===== src/rtl/fetch_stage.sv =====
// Instruction fetch stage: one outstanding imem request, IF/ID register with
// a one-entry skid buffer for stalls, and redirect with in-flight drain.
module fetch_stage #(
  parameter logic [31:0] RESET_PC  = 32'h0000_0000,
  parameter logic [31:0] NOP_INSTR = 32'h0000_0013
) (
  input  logic        clk,
  input  logic        reset,
  output logic        imem_req,
  output logic [31:0] imem_addr,
  input  logic        imem_rvalid,
  input  logic [31:0] imem_rdata,
  input  logic        stall,
  input  logic        redirect,
  input  logic [31:0] redirect_pc,
  output logic        id_valid,
  output logic [31:0] id_instr,
  output logic [31:0] id_pc,
  output logic [6:0]  id_opcode
);

  // state | meaning
  // IDLE  | out of reset, no request yet
  // WAIT  | request at pc outstanding
  // HOLD  | response parked in skid while decode stalls
  // DRAIN | stale response in flight after redirect, drop it
  typedef enum logic [1:0] {
    IDLE  = 2'd0,
    WAIT  = 2'd1,
    HOLD  = 2'd2,
    DRAIN = 2'd3
  } state_t;

  state_t      state, state_n;
  logic [31:0] pc, pc_n;
  logic [31:0] skid_instr, skid_instr_n;
  logic [31:0] skid_pc, skid_pc_n;
  logic        id_valid_n;
  logic [31:0] id_instr_n, id_pc_n;
  logic [6:0]  id_opcode_n;

  assign imem_req  = (state == WAIT);
  assign imem_addr = pc;

  always_comb begin
    state_n      = state;
    pc_n         = pc;
    skid_instr_n = skid_instr;
    skid_pc_n    = skid_pc;
    id_valid_n   = id_valid;
    id_instr_n   = id_instr;
    id_pc_n      = id_pc;
    id_opcode_n  = id_opcode;

    if (redirect) begin
      pc_n         = redirect_pc & ~32'h3;
      id_valid_n   = 1'b0;
      id_instr_n   = NOP_INSTR;
      id_opcode_n  = NOP_INSTR[6:0];
      skid_instr_n = NOP_INSTR;
      skid_pc_n    = '0;
      unique case (state)
        IDLE:    state_n = WAIT;
        WAIT:    state_n = imem_rvalid ? WAIT : DRAIN;
        HOLD:    state_n = WAIT;
        DRAIN:   state_n = DRAIN;
        default: state_n = IDLE;
      endcase
    end else begin
      // bubble by default when decode is free; overridden below on a load
      if (!stall) begin
        id_valid_n  = 1'b0;
        id_instr_n  = NOP_INSTR;
        id_opcode_n = NOP_INSTR[6:0];
      end
      unique case (state)
        IDLE: state_n = WAIT;
        WAIT: begin
          if (imem_rvalid) begin
            pc_n = pc + 32'd4;
            if (stall) begin
              skid_instr_n = imem_rdata;
              skid_pc_n    = pc;
              state_n      = HOLD;
            end else begin
              id_valid_n  = 1'b1;
              id_instr_n  = imem_rdata;
              id_pc_n     = pc;
              id_opcode_n = imem_rdata[6:0];
            end
          end
        end
        HOLD: begin
          if (!stall) begin
            id_valid_n  = 1'b1;
            id_instr_n  = skid_instr;
            id_pc_n     = skid_pc;
            id_opcode_n = skid_instr[6:0];
            state_n     = WAIT;
          end
        end
        DRAIN: begin
          if (imem_rvalid) state_n = WAIT;
        end
        default: state_n = IDLE;
      endcase
    end
  end

  always_ff @(posedge clk) begin
    if (reset) begin
      state      <= IDLE;
      pc         <= RESET_PC;
      skid_instr <= NOP_INSTR;
      skid_pc    <= '0;
      id_valid   <= 1'b0;
      id_instr   <= NOP_INSTR;
      id_pc      <= '0;
      id_opcode  <= 7'b0010011;
    end else begin
      state      <= state_n;
      pc         <= pc_n;
      skid_instr <= skid_instr_n;
      skid_pc    <= skid_pc_n;
      id_valid   <= id_valid_n;
      id_instr   <= id_instr_n;
      id_pc      <= id_pc_n;
      id_opcode  <= id_opcode_n;
    end
  end

endmodule


===== config.mk =====
export PLATFORM = sky130hd
export DESIGN_NAME = fetch_stage
export DESIGN_NICKNAME = d
export VERILOG_FILES = /design/src/rtl/fetch_stage.sv
export SDC_FILE = /design/constraint.sdc
export NUM_CORES = 1
export LEC_CHECK = 0
export CAP_MARGIN = 10
export CORE_AREA = 8 8 184 186
export CTS_CLUSTER_SIZE = 12
export DETAILED_ROUTE_END_ITERATION = 16
export DIE_AREA = 0 0 192 194
export PLACE_DENSITY_LB_ADDON = 0.05
export REMOVE_ABC_BUFFERS = 1
export SYNTH_ARGS = -nofsm -noshare
export SYNTH_HDL_FRONTEND = slang
export SYNTH_SLANG_ARGS = --single-unit

===== constraint.sdc =====
create_clock -name clk -period 2.3 [get_ports clk]
set_clock_uncertainty 0.05 [all_clocks]
set_input_delay 0.23 -clock clk [delete_from_list [all_inputs] [get_ports clk]]
set_output_delay 0.23 -clock clk [all_outputs]
set_load 0.02 [all_outputs]

== Yosys cells after proc, flatten, opt, wreduce, memory -nomap -nowiden ==
Index checks and enable logic that the tools add are counted.

* Register bits: 170
* Input bits: 69
* Output and inout bits: 105
* Logic and storage cells: 61

* Bitwise operators: 1
* Reduce and logical (&&, ||, !) cells: 11
* Equal/unequal tests: 10
* $add $sub $neg: 1
* Muxes and demuxes: 29

{| class="wikitable"
|+ Operators with widths
! cell !! number
|-
| $mux W32 || 10
|-
| $pmux W32 S2 || 2
|-
| $add A32 B3 Y32 const B || 1
|-
| $mux W7 || 4
|-
| $pmux W7 S2 || 1
|-
| $mux W2 || 6
|-
| $pmux W2 S4 || 1
|-
| $ne A3 B1 Y1 const B || 2
|-
| $ne A3 B3 Y1 const B || 2
|-
| $pmux W2 S3 || 1
|-
| $reduce_bool A2 Y1 || 3
|-
| $reduce_and A5 Y1 || 1
|-
| $eq A2 B2 Y1 const B || 2
|-
| $ne A2 B2 Y1 const B || 2
|-
| $reduce_and A2 Y1 || 2
|-
| $reduce_and A4 Y1 || 1
|-
| $reduce_or A2 Y1 || 2
|-
| $mux W1 || 3
|-
| $reduce_and A3 Y1 || 1
|-
| $eq A2 B1 Y1 const B || 1
|-
| $logic_not A2 Y1 || 1
|-
| $ne A2 B1 Y1 const B || 1
|-
| $pmux W1 S2 || 1
|-
| $not A1 Y1 || 1
|}

== Longest topological paths before layout ==
* Depth in word-level cells: 4
* Mapped depth: 9

== Worst setup path before layout ==
OpenSTA, ideal clock, no wires.

* Path type: reg-to-reg
* Start: register pc[5], in the netlist imem_addr[5]
* End: register pc[31], in the netlist imem_addr[31]
* Clock period less this slack: 2212 ps
* Cell stages (with the launch flop): 7
* Arrival time: 2043 ps
* Slack: 88 ps
* Path buffers: 2
* Cells stage by stage: dfxtp_1 buf_2 nand4_4 or4_1 buf_2 o311a_1 a211o_1

* Cells in the longest elaborated chain, start to end: 4

{| class="wikitable"
|+ RTL lines
! item !! line !! source
|-
| start: declaration || 35 || <nowiki>logic [31:0] pc, pc_n;</nowiki>
|-
| start signal: assignment || 122 || <nowiki>pc <= pc_n;</nowiki>
|-
| $add A32 B3 Y32 || 80 || <nowiki>pc_n = pc + 32'd4;</nowiki>
|-
| $mux W32 || 79 || <nowiki>if (imem_rvalid) begin</nowiki>
|-
| $mux W32 || 76 || <nowiki>unique case (state)</nowiki>
|-
| $mux W32 || 55 || <nowiki>if (redirect) begin</nowiki>
|}

Every way passes these cells. The select of a mux whose other input is x is not followed.
A chain may end at the register's enable or synchronous reset.

== Final worst setup path ==
* Start: register pc[4], in the netlist imem_addr[4]
* End: register pc[31], in the netlist imem_addr[31]

The elaborated chain is that of the path after synthesis.

==> impl_metrics.env <==
export IMPL_clk_latency_ns=0.43
export IMPL_floorplan_core_area_um2=31100
export IMPL_run_status="finished, final reports clean"
export IMPL_worstPathRequired_ns=2.57
export IMPL_power_density_nw_per_um2=686
export IMPL_power_uw=7280
export IMPL_layout_common_cells="164 x sky130_fd_sc_hd__dfxtp_1, 164 x sky130_fd_sc_hd__clkdlybuf4s50_1, 160 x sky130_fd_sc_hd__nand2_1"
export IMPL_layout_area_overhead_vs_synth_pct=38.6
export IMPL_synth_seq_area_share_pct=42.9
export IMPL_flip_flop_and_latch_count_after_synthesis=164
export IMPL_relSlewSlack_pct=36.3
export IMPL_initial_antenna_violation_count=1
export IMPL_worst_setup_path_end_kind="register"
export IMPL_clk_path_buf_depth=2
export IMPL_hold_violations=0
export IMPL_yosys_warnings=0
export IMPL_floorplan_die_area_um2=37200
export IMPL_setup_crit_start_kind="register"
export IMPL_max_clock_freq_mhz=474
export IMPL_clk_pin_slew_ns=0.07
export IMPL_timing_reg2reg_setup_slack_ns=0.19
export IMPL_firstDrtPassIters=4
export IMPL_cts_htree_levels=4
export IMPL_crit_path_max_fanout=7
export IMPL_grt_max_degree=66
export IMPL_io_buffer_count=167
export IMPL_async_flop_share_pct=0
export IMPL_syn_inst=920
export IMPL_placed_area_um2=9990
export IMPL_initialDrtViolationCount=395
export IMPL_yosysUniqueCellTypes=56
export IMPL_grt_pass1_vias=7459
export IMPL_diodes=0
export IMPL_transition_at_the_pin_with_the_smallest_max_transition_slack_ns=0.954
export IMPL_layout_cells_sized_above_1_pct=10.0
export IMPL_synth_flop_cell="sky130_fd_sc_hd__dfxtp_1"
export IMPL_final_cycle_share_pct=91.7
export IMPL_synth_edff_count=0
export IMPL_timing_worst_setup_path_type="register to register"
export IMPL_drcViolationCount=0
export IMPL_route_antenna_remaining_nets=0
export IMPL_grt_remaining_overflow=0
export IMPL_floorplan_initialDensity_pct=24.6
export IMPL_design_area_um2=10600
export IMPL_horizontal_die_dimension_um=192
export IMPL_die_h_um=194
export IMPL_vdd_ir_drop_worst_mv=0.398
export IMPL_postRouteWirelength_um=27700
export IMPL_arrival_time_at_the_worst_endpoint_ns=2.38
export IMPL_dp_worst_setup_slack_ns=0.0176
export IMPL_timing_max_transition_violations_final=0
export IMPL_hpwl_dp_um=18200
export IMPL_drt_vias_per_instance=4.79
export IMPL_num_io_pins=174
export IMPL_mappedNetlistArea_um2=7640
export IMPL_vias=7136
export IMPL_clock_tree_from_tritoncts="done"
export IMPL_cts_made_buffers=17
export IMPL_rsz0062_at_grt="no"
export IMPL_p_leak_uw=0.00342
export IMPL_cts_root_buf="sky130_fd_sc_hd__clkbuf_16"
export IMPL_final_setup_worst_slack_ns=0.191
export IMPL_first_pass_grt_wire_length_um=44000
export IMPL_setup_violations=0
export IMPL_max_cap_violations=0
export IMPL_fp_row_count=65
export IMPL_postLayoutCoreUtil_pct=34.1
export IMPL_holdCritPathClass="input pin to register"
export IMPL_post_cts_hold_buffer_count=0
export IMPL_cts_sinks=164
export IMPL_layout_nets=1150
export IMPL_route_detailed_wl_per_inst_um=18.6
export IMPL_finalCriticalPeriod_ns=2.11
export IMPL_grt_usage_pct=14.9
export IMPL_synth_area_per_cell_um2=8.31
export IMPL_place_gp_congestion=0.719
==> critical path, stage by stage (launching register included) <==
cell,delay [ns]
sky130_fd_sc_hd__dfxtp_1,0.44
sky130_fd_sc_hd__nand4_4,0.12
sky130_fd_sc_hd__or4_1,0.73
sky130_fd_sc_hd__o311a_1,0.41
sky130_fd_sc_hd__a211o_1,0.26
==> through the flow <==
stage          hold slack [ns]  TNS (ns)  cells
2_1_floorplan            0.249   -191.31    832
3_3_place_gp             0.392         0   1460
3_5_place_dp             0.397         0   1460
4_1_cts                  0.169         0   1491
5_1_grt                  0.182         0   1491
6_report                 0.184         0   1491
==> synth_stat cells, types with 5 or more instances <==
library cell                instances  area [µm²]
sky130_fd_sc_hd__buf_1              7        26.3
sky130_fd_sc_hd__a311oi_1           7        61.3
sky130_fd_sc_hd__and3_1             8        50.1
sky130_fd_sc_hd__nor2b_1            9        56.3
sky130_fd_sc_hd__o21ai_0           21         105
sky130_fd_sc_hd__a21oi_1           75         375
sky130_fd_sc_hd__or3_1              6        37.5
sky130_fd_sc_hd__a21o_1             9        67.6
sky130_fd_sc_hd__buf_2              6        30.0
sky130_fd_sc_hd__nor2_1            84         315
sky130_fd_sc_hd__xnor2_1            7        61.3
sky130_fd_sc_hd__nand4_1           10        62.6
sky130_fd_sc_hd__inv_1             10        37.5
sky130_fd_sc_hd__dfxtp_1          164        3280
sky130_fd_sc_hd__clkbuf_8           7        96.3
sky130_fd_sc_hd__or4_1              7        52.6
sky130_fd_sc_hd__a211oi_1          46         345
sky130_fd_sc_hd__a22oi_1           26         195
sky130_fd_sc_hd__o2bb2ai_1         25         219
sky130_fd_sc_hd__and4_1             5        43.8
sky130_fd_sc_hd__buf_4              6        45.0
sky130_fd_sc_hd__clkbuf_1          64         240
sky130_fd_sc_hd__mux2i_1           31         310
sky130_fd_sc_hd__nand2_1          161         604
sky130_fd_sc_hd__nor3_1             8        40.0
sky130_fd_sc_hd__nor4_1             9        56.3
sky130_fd_sc_hd__nand3_1           20         100
sky130_fd_sc_hd__a32oi_1           24         210
sky130_fd_sc_hd__and2_0             6        37.5
sky130_fd_sc_hd__xor2_1             5        43.8
==> logic make-up (layout without fill, tap and decap cells) <==
logic type | count (synthesis) | in the layout | share of synthesized area, %
fa+ha+maj | 4 | 4 | 0.655
compound gates | 252 | 252 | 23.1
flops | 164 | 164 | 42.9
mux | 31 | 31 | 4.06
simple gates | 355 | 355 | 21.5
xor+xnor | 12 | 12 | 1.37
buf+inv | 101 | 267 | 6.37
other cells | 1 | 4 | 0.0491
==> registers in the layout, summed over array words and instances, names as in the netlist <==
register and count:
skid_instr 32, id_opcode 7, id_instr 32, state 2
id_pc 30, skid_pc 30, imem_addr 30, id_valid 1
==> per-layer routing <==
layer | vias to the layer above | GRT usage, % | wire (µm)
met5 | - | 0 | 13
li1 | 3620 | - | -
met2 | 155 | 23.8 | 12800
met1 | 3340 | 19.4 | 12900
met4 | 2 | 3.54 | 298
met3 | 19 | 4.28 | 1650
==> cell type report <==
| class | instances | area, µm² |
|---|---|---|
| fillers | 3272 | 20500 |
| multi-input cells | 658 | 3930 |
| flip-flops and latches | 164 | 3280 |
| repair buffers | 226 | 2240 |
| well taps | 402 | 503 |
| clock buffers | 18 | 429 |
| clock inverters | 13 | 176 |
| inverters | 10 | 37.5 |
==> final timing paths <==
path         cells after the start          from             to
max reg2reg                      4  imem_addr[4]  imem_addr[31]
min                              3         reset    skid_pc[18]
min reg2reg                      2   skid_pc[27]    skid_pc[27]
max                              4  imem_addr[4]  imem_addr[31]
==> power breakdown <==
part	switching (µW)	internal, µW
Clock	1330	1730
Combinational	672	514
Sequential	77.8	2950
Total	2080	5190
==> what timing repair did <==
item                                    4_1_cts  5_1_grt
buffers inserted                              0        0
gates resized for setup                       1        1
endpoints found under the setup margin        1        1
Power figures use the tool's default switching activity.
==> patch (same settings) <==
Make the reset (`reset`) asynchronous in one clocked block.
--- a/src/rtl/fetch_stage.sv
+++ b/src/rtl/fetch_stage.sv
@@ -107,7 +107,7 @@
     end
   end
 
-  always_ff @(posedge clk) begin
+  always_ff @(posedge clk or posedge reset) begin
     if (reset) begin
       state      <= IDLE;
       pc         <= RESET_PC;
Formal check against the unedited RTL: differs if reset is asserted again (counterexample within 4 cycles, from zero or initial values and one cycle with reset high); with reset held inactive, the same outputs for 4 cycles.
==> patch against the original RTL <==
Sequential cell count increased by 2; non-clock buffer count decreased by 11; via count increased by 0.46%; routed wire length increased by 1.7%; area after synthesis increased by 6.7%; worst setup slack got worse by 0.024 ns; critical endpoint is now imem_addr[22]$_DFFE_PP0P_; first-iteration DRC count increased by 17%; final area increased by 4.9%.
Power is not compared: it rests on default switching activity, and its combinational part moved more than twofold at a synthesized area within 25%.
==> patch: results (changes against the original RTL) <==
critical path data arrival time - 2.43 ns (was 2.38 ns)
Layout Cells excl Fill - 1,462 (was 1,491)
number of fill cells in the layout - 3,238 (was 3,272)
min-delay worst type - input port to register (unchanged)
global-route usage over all layers - 0.152 (was 0.149)
CP Launch Type - register (unchanged)
worst reg2reg path depth - 7 (was 4)
# Post-CTS Setup Buffers - 0 (unchanged)
crit path capture - imem_addr[22]$_DFFE_PP0P_ (was imem_addr[31]$_SDFFE_PP0P_)
Final HPWL DP - 18.4 mm (was 18.2 mm)
vias in the first global route - 7,520 (was 7,459)
Unique masters post-synth - 53 (was 56)
latest clock arrival within the worst-skew pair - 0.43 ns (about the same)
sequential share of the synthesized area - 0.510 (was 0.429)
Mapped Cells - 892 (was 920)
reg2reg start - state[1]$_DFFE_PP0P_ (was imem_addr[4]$_SDFFE_PP0P_)
GRT met3 Usage - 0.0338 (was 0.0428)
Yosys warning count - 0 (unchanged)
largest net degree at the start of global routing - 86 (was 66)
CTS H-tree depth - 4 (unchanged)
GP Congestion - 0.746 (was 0.719)
Max clock buf depth - 2 (unchanged)
Vias per Instance - 4.90 (was 4.79)
initial antenna violation count - 1 (unchanged)
Avg WL per Cell - 19.3 um (was 18.6 um)
Cells after DPL - 1,431 (was 1,460)
Final setup viols - 0 (unchanged)
Primary FF master, synth - dfrtp_1 (was dfxtp_1)
diodes inserted - 0 (unchanged)
Detailed Route Iter0 Violations - 463 (was 395)
synth cell count leaders - nand2_1 (165), dfrtp_1 (157), a21oi_1 (101) (was dfxtp_1 (164), nand2_1 (161), nor2_1 (84))
IO Port Bufs - 169 (was 167)
met1 Use GR - 0.205 (was 0.194)
nets - 1,121 (was 1,150)
run status - complete, no violations (unchanged)
layout cell share with drive strength beyond 1 - 0.0953 (was 0.100)
crit-path max FO - 5 (was 7)
number of synthesized flops with an enable pin - 0 (unchanged)
DRT Pass-1 Iters - 5 (was 4)
Top Registers - id_instr x32, skid_instr x32 (unchanged)
GR Util met2 - 0.245 (was 0.238)
ranking of synthesized cells by area - dfrtp_1 (48%), nand2_1 (7.6%), a21oi_1 (6.2%), mux2i_1 (3.8%), nor2_1 (3.4%) (was dfxtp_1 (43%), nand2_1 (7.9%), a21oi_1 (4.9%), a211oi_1 (4.5%), nor2_1 (4.1%))
R2R Setup Slk - 0.17 ns (was 0.19 ns)
DP Area - 10,600 sq um (was 9990 sq um)
maximum vdd drop - 407 uV
asr flop ratio synth - 1.00 (was 0)
Root Buffer - clkbuf_16 (unchanged)
leakage - 4.30 nW
CTS Buf Count - 17 (unchanged)
register clock-pin slew on the reported worst setup and hold paths - 0.08 ns
first-pass GRT wire length - 44.9 mm (was 44.0 mm)
==> patch: layout make-up <==
| class | count | area [sq um] | share of cell area |
|---|---|---|---|
| clock inverter | 12 | 120 | 0.0108 |
| inverter | 10 | 42.5 | 0.00383 |
| sequential | 166 | 4170 | 0.375 |
| timing repair buffer | 215 | 2180 | 0.196 |
| clock buffer | 19 | 433 | 0.0389 |
| multi-input combinational | 638 | 3680 | 0.331 |
| tap | 402 | 503 | 0.0452 |
==> patch: power by group <==
group | switching (mW) | internal, mW | leakage (nW)
logic | 2.15 | 1.54 | 1.94
clock network | 1.32 | 1.51 | 0.253
registers | 0.323 | 3.45 | 2.10
==> patch: how the worst min path moves through the flow <==
stage	start	endpoint	slack, ns	cells after the start
after CTS	redirect	skid_instr[17]$_DFFE_PP0P_	0.08	2
after global routing	redirect	skid_instr[17]$_DFFE_PP0P_	0.09	2
after detailed placement	skid_instr[0]$_DFFE_PP1P_	skid_instr[0]$_DFFE_PP1P_	0.43	2
after floorplan	redirect	id_instr[2]$_DFF_PP0_	0.24	1
final	redirect	skid_instr[17]$_DFFE_PP0P_	0.1	2
after global placement	skid_instr[4]$_DFFE_PP1P_	skid_instr[4]$_DFFE_PP1P_	0.42	2
==> patch: kinds of logic after synthesis <==
group / Yosys count / share of synthesized area
mux: 31 / 0.0380
compound gates: 253 / 0.199
xor+xnor: 11 / 0.0118
flops: 166 / 0.510
other cells: 1 / 0.000460
buf+inv: 89 / 0.0434
simple gates: 337 / 0.191
fa+ha+maj: 4 / 0.00613
==> patch: repair_timing <==
action | in CTS | in global routing
pin swaps | 0 | 1
gates resized for setup | 2 | 0
gates cloned | 0 | 0
endpoints found under the setup margin | 1 | 2
==> patch: routing by layer <==
| layer | vias up | routed length, um |
|---|---|---|
| met5 | - | 13 |
| met2 | 134 | 13200 |
| met3 | 11 | 1290 |
| met4 | 2 | 159 |
| met1 | 3550 | 13400 |
| li1 | 3472 | - |
==> patch: worst max-delay path, stage by stage, from the launching register on <==
cell     delay, ns
dfrtp_1       0.42
inv_1         0.10
ha_2          0.22
nand3_1       0.16
buf_4         0.19
nor3_1        0.30
or4b_1        0.47
a31oi_1       0.17
==> patch: metrics by stage <==
step	setup WS, ns	TNS (ns)
4_1_cts	0.0458	0
3_3_place_gp	0.0660	0
5_1_grt	0.0323	0
2_1_floorplan	-2.88	-625.11
3_5_place_dp	0.0652	0
6_report	0.166	0
